===== src/rtl/bcd_down_counter.sv =====
// Multi-digit packed-BCD countdown timer with a prescaled tick, terminal-zero flag
// and optional reload of the last preset. Single clock domain.
module bcd_down_counter #(
  parameter int DIGITS      = 2,
  parameter int PRESCALE    = 4,
  parameter int AUTO_RELOAD = 0
) (
  input  logic                clk,
  input  logic                reset,
  input  logic                load,
  input  logic [4*DIGITS-1:0] load_val,
  input  logic                start,
  input  logic                enable,
  output logic [4*DIGITS-1:0] count,
  output logic                zero,
  output logic                running,
  output logic                done
);

  localparam int CW = 4 * DIGITS;
  localparam int PW = (PRESCALE > 1) ? $clog2(PRESCALE) : 1;
  localparam logic [PW-1:0] PMAX = PW'(PRESCALE - 1);

  typedef enum logic [1:0] {
    S_IDLE = 2'd0,
    S_RUN  = 2'd1,
    S_DONE = 2'd2
  } state_t;

  state_t          r_state, w_next_state;
  logic [CW-1:0]   r_count, w_next_count;
  logic [CW-1:0]   r_preset, w_next_preset;
  logic [PW-1:0]   r_presc, w_next_presc;
  logic            r_done, w_next_done;
  logic            w_tick;
  logic            w_zero;
  logic            w_reload_ok;
  logic [CW-1:0]   w_dec;
  logic [CW-1:0]   w_sat;

  // Clamp each preset digit into 0..9 so the count never holds a non-BCD digit.
  function automatic logic [CW-1:0] bcd_sat(input logic [CW-1:0] v);
    logic [CW-1:0] r;
    r = '0;
    for (int i = 0; i < DIGITS; i++) begin
      r[4*i +: 4] = (v[4*i +: 4] > 4'd9) ? 4'd9 : v[4*i +: 4];
    end
    return r;
  endfunction

  function automatic logic [CW-1:0] bcd_dec(input logic [CW-1:0] v);
    logic [CW-1:0] r;
    logic          borrow;
    r      = v;
    borrow = 1'b1;
    for (int i = 0; i < DIGITS; i++) begin
      if (borrow) begin
        if (v[4*i +: 4] == 4'd0) begin
          r[4*i +: 4] = 4'd9;
        end else begin
          r[4*i +: 4] = v[4*i +: 4] - 4'd1;
          borrow      = 1'b0;
        end
      end
    end
    return r;
  endfunction

  assign w_zero      = (r_count == '0);
  assign w_reload_ok = (AUTO_RELOAD != 0) && (r_preset != '0);
  assign w_dec       = bcd_dec(r_count);
  assign w_sat       = bcd_sat(load_val);

  always_comb begin
    // NOTE: every variable gets a default first so no path leaves one unassigned (no latches).
    w_next_state  = r_state;
    w_next_count  = r_count;
    w_next_preset = r_preset;
    w_next_presc  = r_presc;
    w_next_done   = 1'b0;
    w_tick        = 1'b0;

    if (load) begin
      w_next_count  = w_sat;
      w_next_preset = w_sat;
      w_next_presc  = '0;
      w_next_state  = S_IDLE;
    end else begin
      case (r_state)
        S_IDLE: begin
          if (start && !w_zero) begin
            w_next_state = S_RUN;
            w_next_presc = '0;
          end
        end
        S_RUN: begin
          if (enable) begin
            if (r_presc == PMAX) begin
              w_next_presc = '0;
              w_tick       = 1'b1;
            end else begin
              w_next_presc = r_presc + 1'b1;
            end
          end
          if (w_tick) begin
            if (w_zero) begin
              // Only reachable with reload active: restart from the preset, never wrap to all-9s.
              if (w_reload_ok) w_next_count = r_preset;
              else             w_next_state = S_DONE;
            end else begin
              w_next_count = w_dec;
              if (w_dec == '0) begin
                w_next_done = 1'b1;
                if (!w_reload_ok) w_next_state = S_DONE;
              end
            end
          end
        end
        S_DONE:  w_next_state = S_IDLE;
        default: w_next_state = S_IDLE;
      endcase
    end
  end

  // NOTE: sequential state uses non-blocking assignments so all flops update together.
  always_ff @(posedge clk or negedge reset) begin
    if (!reset) begin
      r_state  <= S_IDLE;
      r_count  <= '0;
      r_preset <= '0;
      r_presc  <= '0;
      r_done   <= 1'b0;
    end else begin
      r_state  <= w_next_state;
      r_count  <= w_next_count;
      r_preset <= w_next_preset;
      r_presc  <= w_next_presc;
      r_done   <= w_next_done;
    end
  end

  assign count   = r_count;
  assign zero    = w_zero;
  assign running = (r_state == S_RUN);
  assign done    = r_done;

endmodule


===== config.mk =====
export PLATFORM = sky130hd
export DESIGN_NAME = bcd_down_counter
export DESIGN_NICKNAME = d
export VERILOG_FILES = /design/src/rtl/bcd_down_counter.sv
export SDC_FILE = /design/constraint.sdc
export NUM_CORES = 1
export LEC_CHECK = 0
export ABC_AREA = 1
export BUFFER_PORTS_ARGS = -buffer_cell sky130_fd_sc_hd__buf_4
export CAP_MARGIN = 5
export CORE_ASPECT_RATIO = 0.7
export CORE_UTILIZATION = 45
export CTS_CLUSTER_DIAMETER = 40
export DETAILED_ROUTE_END_ITERATION = 8
export PLACE_DENSITY = 0.69
export SYNTH_ARGS = -nofsm -noshare
export SYNTH_HDL_FRONTEND = slang
export SYNTH_SLANG_ARGS = --single-unit
export TNS_END_PERCENT = 50

===== constraint.sdc =====
create_clock -name clk -period 1.2 [get_ports clk]
set_input_delay 0.18 -clock clk [delete_from_list [all_inputs] [get_ports clk]]
set_output_delay 0.18 -clock clk [all_outputs]
set_load 0.02 [all_outputs]

==> run metrics, run 1 <==
EDFF count, synth 0; Synth area leader dfrtp_1; Cell Area, Synth 871 sq um; Yosys top cell area share 37.4%; synth cell count leaders nand2_1, inv_1, dfrtp_1, nor2_1, nand3_1; failing step 5_1_grt; most numerous cell in the Yosys netlist nand2_1; CTS Sinks 13; pre-CTS WS -280 ps; Die Width 54.6 um; Starting Density 51.3%; DP HPWL 2100 um; FFs w/ async S/R, synth 100%; Rows 12; initial antenna violation count 0; chip height 38.8 um; outcome did not finish; CTS root buf clkbuf_4; post-synthesis cell count 123; Main synth FF type dfrtp_1; Seq/Total Area, Yosys 37.4%; worst_ep kind primary output; H-tree Lvls 1; synthesized area per cell 7.08 sq um; largest cells by area after synthesis dfrtp_1, nand2_1, nand3_1, inv_1, nor2_1; Longest Clk Path Bufs 2; IO buf count 23; nets in the synthesized netlist 137; pin count of the biggest net entering global routing 14; Final GP Congestion 0.934; synthesized flop and latch total 13; First Err [ERROR DPL-0033] detailed placement checks failed during check placement.; Ports 24; count of cell types in the netlist 26; yosys synthesis warning count 0; CTS Buf Count 3; last worst endpoint in the global-route repair_timing zero
## cells by family after synthesis
logic type               after synthesis  share of synthesized area [%]
adder cells (fa/ha/maj)                1                           1.44
AO/OA/AOI/OAI                         20                           15.2
AND/OR/NAND/NOR                       67                           35.3
flip-flops                            13                           37.4
buffers and inverters                 22                           10.6
## what timing repair did
| action | CTS |
|---|---|
| hold buffers | 1 |
| pin swaps | 9 |
| gates resized for setup | 36 |
| hold endpoints to repair | 13 |
| gates cloned | 1 |
| endpoints found under the setup margin | 16 |
| setup buffers | 11 |
## through the flow
step | area, sq um | std cells | util, %
after floorplan | 908 | 123 | -
after detailed placement | 1280 | 190 | 75.5
after global placement | 1280 | 190 | 75.5
after CTS | 1540 | 207 | 91.0
==> inputs of run 2 (changes only) <==
--- a/config.mk
+++ b/config.mk
@@ -8,11 +8,10 @@
 export ABC_AREA = 1
 export BUFFER_PORTS_ARGS = -buffer_cell sky130_fd_sc_hd__buf_4
 export CAP_MARGIN = 5
-export CORE_ASPECT_RATIO = 0.7
-export CORE_UTILIZATION = 45
-export CTS_CLUSTER_DIAMETER = 40
+export CORE_AREA = 2 2 63 65
 export DETAILED_ROUTE_END_ITERATION = 8
-export PLACE_DENSITY = 0.69
+export DIE_AREA = 0 0 65 67
+export PLACE_DENSITY_LB_ADDON = 0.15
 export SYNTH_ARGS = -nofsm -noshare
 export SYNTH_HDL_FRONTEND = slang
 export SYNTH_SLANG_ARGS = --single-unit
==> constraint.sdc (replaced) <==
create_clock -name clk -period 1.6 [get_ports clk]
set_input_delay 0.24 -clock clk [delete_from_list [all_inputs] [get_ports clk]]
set_output_delay 0.24 -clock clk [all_outputs]
set_load 0.02 [all_outputs]
==> run metrics, run 2 <==
Cell Area, Synth 871 sq um; yosys synthesis warning count 0; Yosys top cell area share 37.4%; Buf+Inv Stages, Crit Path 3; drt first pass iters 4; final wirelength 2250 um; most numerous cell in the Yosys netlist nand2_1; WL/cell 11.3 um; setup ws final 66.3 ps; largest cells by area after synthesis dfrtp_1, nand2_1, nand3_1, inv_1, nor2_1; DR iter-0 viols 30; ANT nets after route 0; Pwr Density 1060 nW/um^2; CP Capture Type output port; highest-count cells in the layout ignoring fill and taps nand2_1, buf_4, inv_1, dfrtp_1, nor2_1; Setup TNS 0 ps; Main synth FF type dfrtp_1; Starting Density 24.1%; initial antenna violation count 0; EDFF count, synth 0; synth cell count leaders nand2_1, inv_1, dfrtp_1, nor2_1, nand3_1; Die Width 65 um; FILL cells 390; Layout Utilization 32.7%; Setup Skew 1.90 ps; r2r startpoint count[1]; CTS Sinks 13; vias in the first global route 857; slowest CP cell dfrtp_1; Crit. path cell count 6; CTS root buf clkbuf_8; # Max-Cap Violations 0; Longest Clk Path Bufs 2; pin count of the biggest net entering global routing 15; Final Critical Period 1530 ps; NumNets Final 166; DP HPWL 1710 um; H-tree Lvls 1; Synth area leader dfrtp_1; post-synthesis cell count 123; Crit Path Category register to output port; CTS tree yes; Final Cell Area 1180 sq um; met2 GRT Util 18.3%; period utilization 95.9%; Ports 24; met1 Use GR 14.8%; most frequent cell on the critical path inv_2; Multi-input gate area 470 sq um; global route overflow 0; Worst path max stage delay 420 ps; CP Cell Sequence inv_2, nand2_1, nor2_4, nand3_4, inv_2, buf_4; Final GP Congestion 0.795; reg2reg end r_state[0]; layout cell share with drive strength beyond 1 31.1%; Max FO, Critical Path 4; setup violators final 0; CP arrival 1290 ps; drt via density 4.40; Pleak 0.581 nW; Largest register FFs 8; commonest non-fill, non-tap cell in the layout nand2_1; chip height 67 um; hold path cells 3; Worst Reg-to-Reg Cells 9; synthesized flop and latch total 13; first-pass GRT wire length 3790 um; actual slew at the worst max-slew pin 310 ps; outcome finished, final reports clean; reg2reg setup slack 140 ps; FFs w/ async S/R, synth 100%; nets in the synthesized netlist 137; vias 875; synthesized area per cell 7.08 sq um; IO buf count 23; clock slew at reported path FFs 60 ps; Max IR drop VDD 0.525 mV; worst path required time 1360 ps; Startpoint Class register; DRC 0; Core ar. 3610 sq um; Tightest Hold Check Type input port to register; Global Route met3 Usage 4.05%; Layout area overhead 35.2%; Skew-Pair Late Insertion Delay 250 ps; maximum clock frequency 652 MHz; Area after DPL 1080 sq um; Rel. slew slack 79.1%; Rows 22; pre-CTS WS 110 ps; total global-route track usage 11.6%; layer with the highest usage met2; Seq/Total Area, Yosys 37.4%; CTS Buf Count 3; FF/Latch Area 325 sq um; diode count 0; count of cell types in the netlist 26; CP top delay family flip-flops; min-delay src load_val[4]; Hold Path Sink count[4]; final hold violations 0; RSZ-0062 raised after global routing yes; Die ar. 4360 sq um; Slew Viols, Final 0; worst hold margin 262 ps
run 2: cell counts after synthesis:
Identical to the previous run, type by type.
run 2: routing by layer:
layer,vias to the layer above,share of wire [%]
li1,458,-
met1,396,46
met2,17,46
met3,4,6.2
met4,0,1.4
met5,-,0
run 2: area by class of cell:
class,count,share of cell area (%)
Timing Repair Buffer,27,17.4
Multi-Input combinational cell,88,40.0
Clock buffer,4,3.83
Inverter,19,6.06
Sequential cell,13,27.6
Tap cell,48,5.10
run 2: worst reg2reg max path, stage by stage (launching register included):
cell	delay, ps
dfrtp_1	380
buf_4	150
nor2_4	130
nand3_1	100
nand2_1	100
nand3_1	140
o21ai_2	160
nand2_1	90
nand2_1	60
nand2_1	50
run 2: repair_timing:
action / in CTS / in global routing
buffers inserted: 3 / 0
endpoints found under the setup margin: 1 / 5
resized for setup: 0 / 4
hold buffers: 1 / 0
hold endpoints to repair: 13 / 0
run 2: worst max-delay path by stage:
stage,from,to
after floorplan,count[0],r_state[0]
after global placement,count[0],count[0]
after detailed placement,r_presc[0],count[1]
after CTS,count[2],zero
after global routing,count[3],zero
final,count[2],zero
run 2: cell families (layout without fill, tap and decap cells):
group | Yosys count | after routing | share of synthesized area, %
adders and majority gates | 1 | 1 | 1.44
DFF | 13 | 13 | 37.4
buffers and inverters | 22 | 50 | 10.6
AOI/OAI and AO/OA | 20 | 20 | 15.2
and+or+nand+nor | 67 | 67 | 35.3
run 2: per-stage QoR:
stage / power, W / std cells
6_report: 0.00125 / 199
5_1_grt: 0.00137 / 199
4_1_cts: 0.00127 / 199
3_5_place_dp: 0.000925 / 191
3_3_place_gp: 0.000924 / 191
2_1_floorplan: 0.000768 / 123
run 2: power by group:
| part | internal [W] | switching [W] |
|---|---|---|
| registers | 0.000387 | 0.0000568 |
| clock network | 0.000176 | 0.000129 |
| logic | 0.000200 | 0.000305 |
| total | 0.000763 | 0.000490 |
(Power assumes the default switching activity.)
==> inputs of run 3 (changes only) <==
--- a/config.mk
+++ b/config.mk
@@ -9,6 +9,7 @@
 export BUFFER_PORTS_ARGS = -buffer_cell sky130_fd_sc_hd__buf_4
 export CAP_MARGIN = 5
 export CORE_AREA = 2 2 63 65
+export CTS_CLUSTER_DIAMETER = 50
 export DETAILED_ROUTE_END_ITERATION = 8
 export DIE_AREA = 0 0 65 67
 export PLACE_DENSITY_LB_ADDON = 0.15
==> constraint.sdc (replaced) <==
create_clock -name clk -period 1.6 [get_ports clk]
set_input_delay 0.32 -clock clk [delete_from_list [all_inputs] [get_ports clk]]
set_output_delay 0.32 -clock clk [all_outputs]
set_load 0.02 [all_outputs]
==> run metrics, run 3 (synthesized netlist as in run 2, its figures left out) <==
Startpoint Class register; Skew-Pair Late Insertion Delay 240 ps; actual slew at the worst max-slew pin 315 ps; global route overflow 0; Hold Path Sink count[4]; Ports 24; Area after DPL 1080 sq um; diode count 0; drt via density 4.48; period utilization 96.0%; Max IR drop VDD 0.466 mV; Power, Total 0.00128 W; min-delay src load_val[4]; Pwr Density 1040 nW/um^2; final wirelength 2340 um; total global-route track usage 11.9%; ANT nets after route 0; r2r startpoint count[3]; Worst path max stage delay 390 ps; Buf+Inv Stages, Crit Path 3; drt first pass iters 4; Rel. slew slack 78.9%; reg2reg end r_state[0]; CTS Buf Count 3; NumNets Final 172; initial antenna violation count 0; DR iter-0 viols 67; Crit Path Category register to output port; Slew Viols, Final 0; slowest CP cell dfrtp_1; Placed Cells 191; reg2reg setup slack 110 ps; CTS root buf clkbuf_8; CTS Sinks 13; vias in the first global route 913; DRC 0; CP Cell Sequence inv_2, nand2_4, nor2_4, nand3_4, inv_2, buf_6; Layout area overhead 42.2%; most frequent cell on the critical path inv_2; Setup Skew 2.82 ps; CTS tree yes; maximum clock frequency 651 MHz; pin count of the biggest net entering global routing 15; chip height 67 um; vias 919; Rows 22; highest-count cells in the layout ignoring fill and taps buf_4, nand2_1, inv_1, dfrtp_1; setup ws final 64.7 ps; outcome finished, final reports clean; CP Capture Type output port; H-tree Lvls 1; Worst Reg-to-Reg Cells 9; CP arrival 1220 ps; worst path required time 1280 ps; commonest non-fill, non-tap cell in the layout buf_4; IO buf count 23; Final Critical Period 1540 ps; final hold violations 0; Largest register FFs 8; layout cell share with drive strength beyond 1 34.4%; DP HPWL 1720 um; Die ar. 4360 sq um; Max FO, Critical Path 3; Longest Clk Path Bufs 2; Non-Filler Instances 205; CP top delay family flip-flops; pre-CTS WS 70.9 ps; Core ar. 3610 sq um; Final Cell Area 1240 sq um; Setup TNS 0 ps; Starting Density 24.1%; setup violators final 0; Final GP Congestion 0.828; Die Width 65 um; # Max-Cap Violations 0; Pleak 0.614 nW; clock slew at reported path FFs 60 ps; WL/cell 11.4 um; hold path cells 3; Tightest Hold Check Type input port to register; first-pass GRT wire length 3970 um
[run 3: repair_timing]
| action | CTS | global route |
|---|---|---|
| gates resized for setup | 1 | 7 |
| setup endpoints to repair | 1 | 6 |
| setup buffers | 5 | 4 |
| endpoints found under the hold margin | 13 | 0 |
| pin swaps | 1 | 1 |
| hold buffers | 1 | 0 |
[run 3: report_power, final]
part / internal, W / switching, W
Combinational: 0.000223 / 0.000323
Clock: 0.000176 / 0.000124
Sequential: 0.000387 / 0.0000500
Total: 0.000786 / 0.000497
[run 3: area by class of cell]
| class | instances | area (sq um) |
|---|---|---|
| repair buffers | 33 | 254 |
| flip-flops and latches | 13 | 325 |
| clock buffers | 4 | 45.0 |
| well taps | 48 | 60.1 |
| fillers | 402 | 2370 |
| multi-input cells | 88 | 483 |
| inverters | 19 | 71.3 |
[run 3: worst reg2reg max path: cells and delay by family (launching register included)]
kind | cells | cell delay (ps)
AO/OA/AOI/OAI | 1 | 150
AND/OR/NAND/NOR | 7 | 690
buffers and inverters | 1 | 160
flip-flops | 1 | 390
[run 3: worst max path at each step]
| stage | to | from | cells past startpoint | slack (ps) |
|---|---|---|---|---|
| final | zero | count[0] | 6 | 60 |
| after global routing | zero | count[1] | 6 | -10 |
| after CTS | zero | count[3] | 6 | 3 |
| after detailed placement | count[1] | r_presc[0] | 8 | 70 |
| after global placement | count[1] | r_presc[0] | 8 | 100 |
| after floorplan | r_state[0] | count[0] | 10 | 160 |
[run 3: metal layers]
layer | global-route usage [%] | share of wire (%)
met1 | 14.0 | 45
met2 | 20.7 | 48
met5 | 0 | 0
met3 | 3.72 | 6.3
met4 | 3.19 | 0.64
[run 3: stage by stage]
stage / util [%] / hold slack, ps
after global placement: 30.0 / 184
after floorplan: - / 24.4
after detailed placement: 30.0 / 182
after CTS: 32.6 / 352
final: 34.4 / 353
after global routing: 34.4 / 383
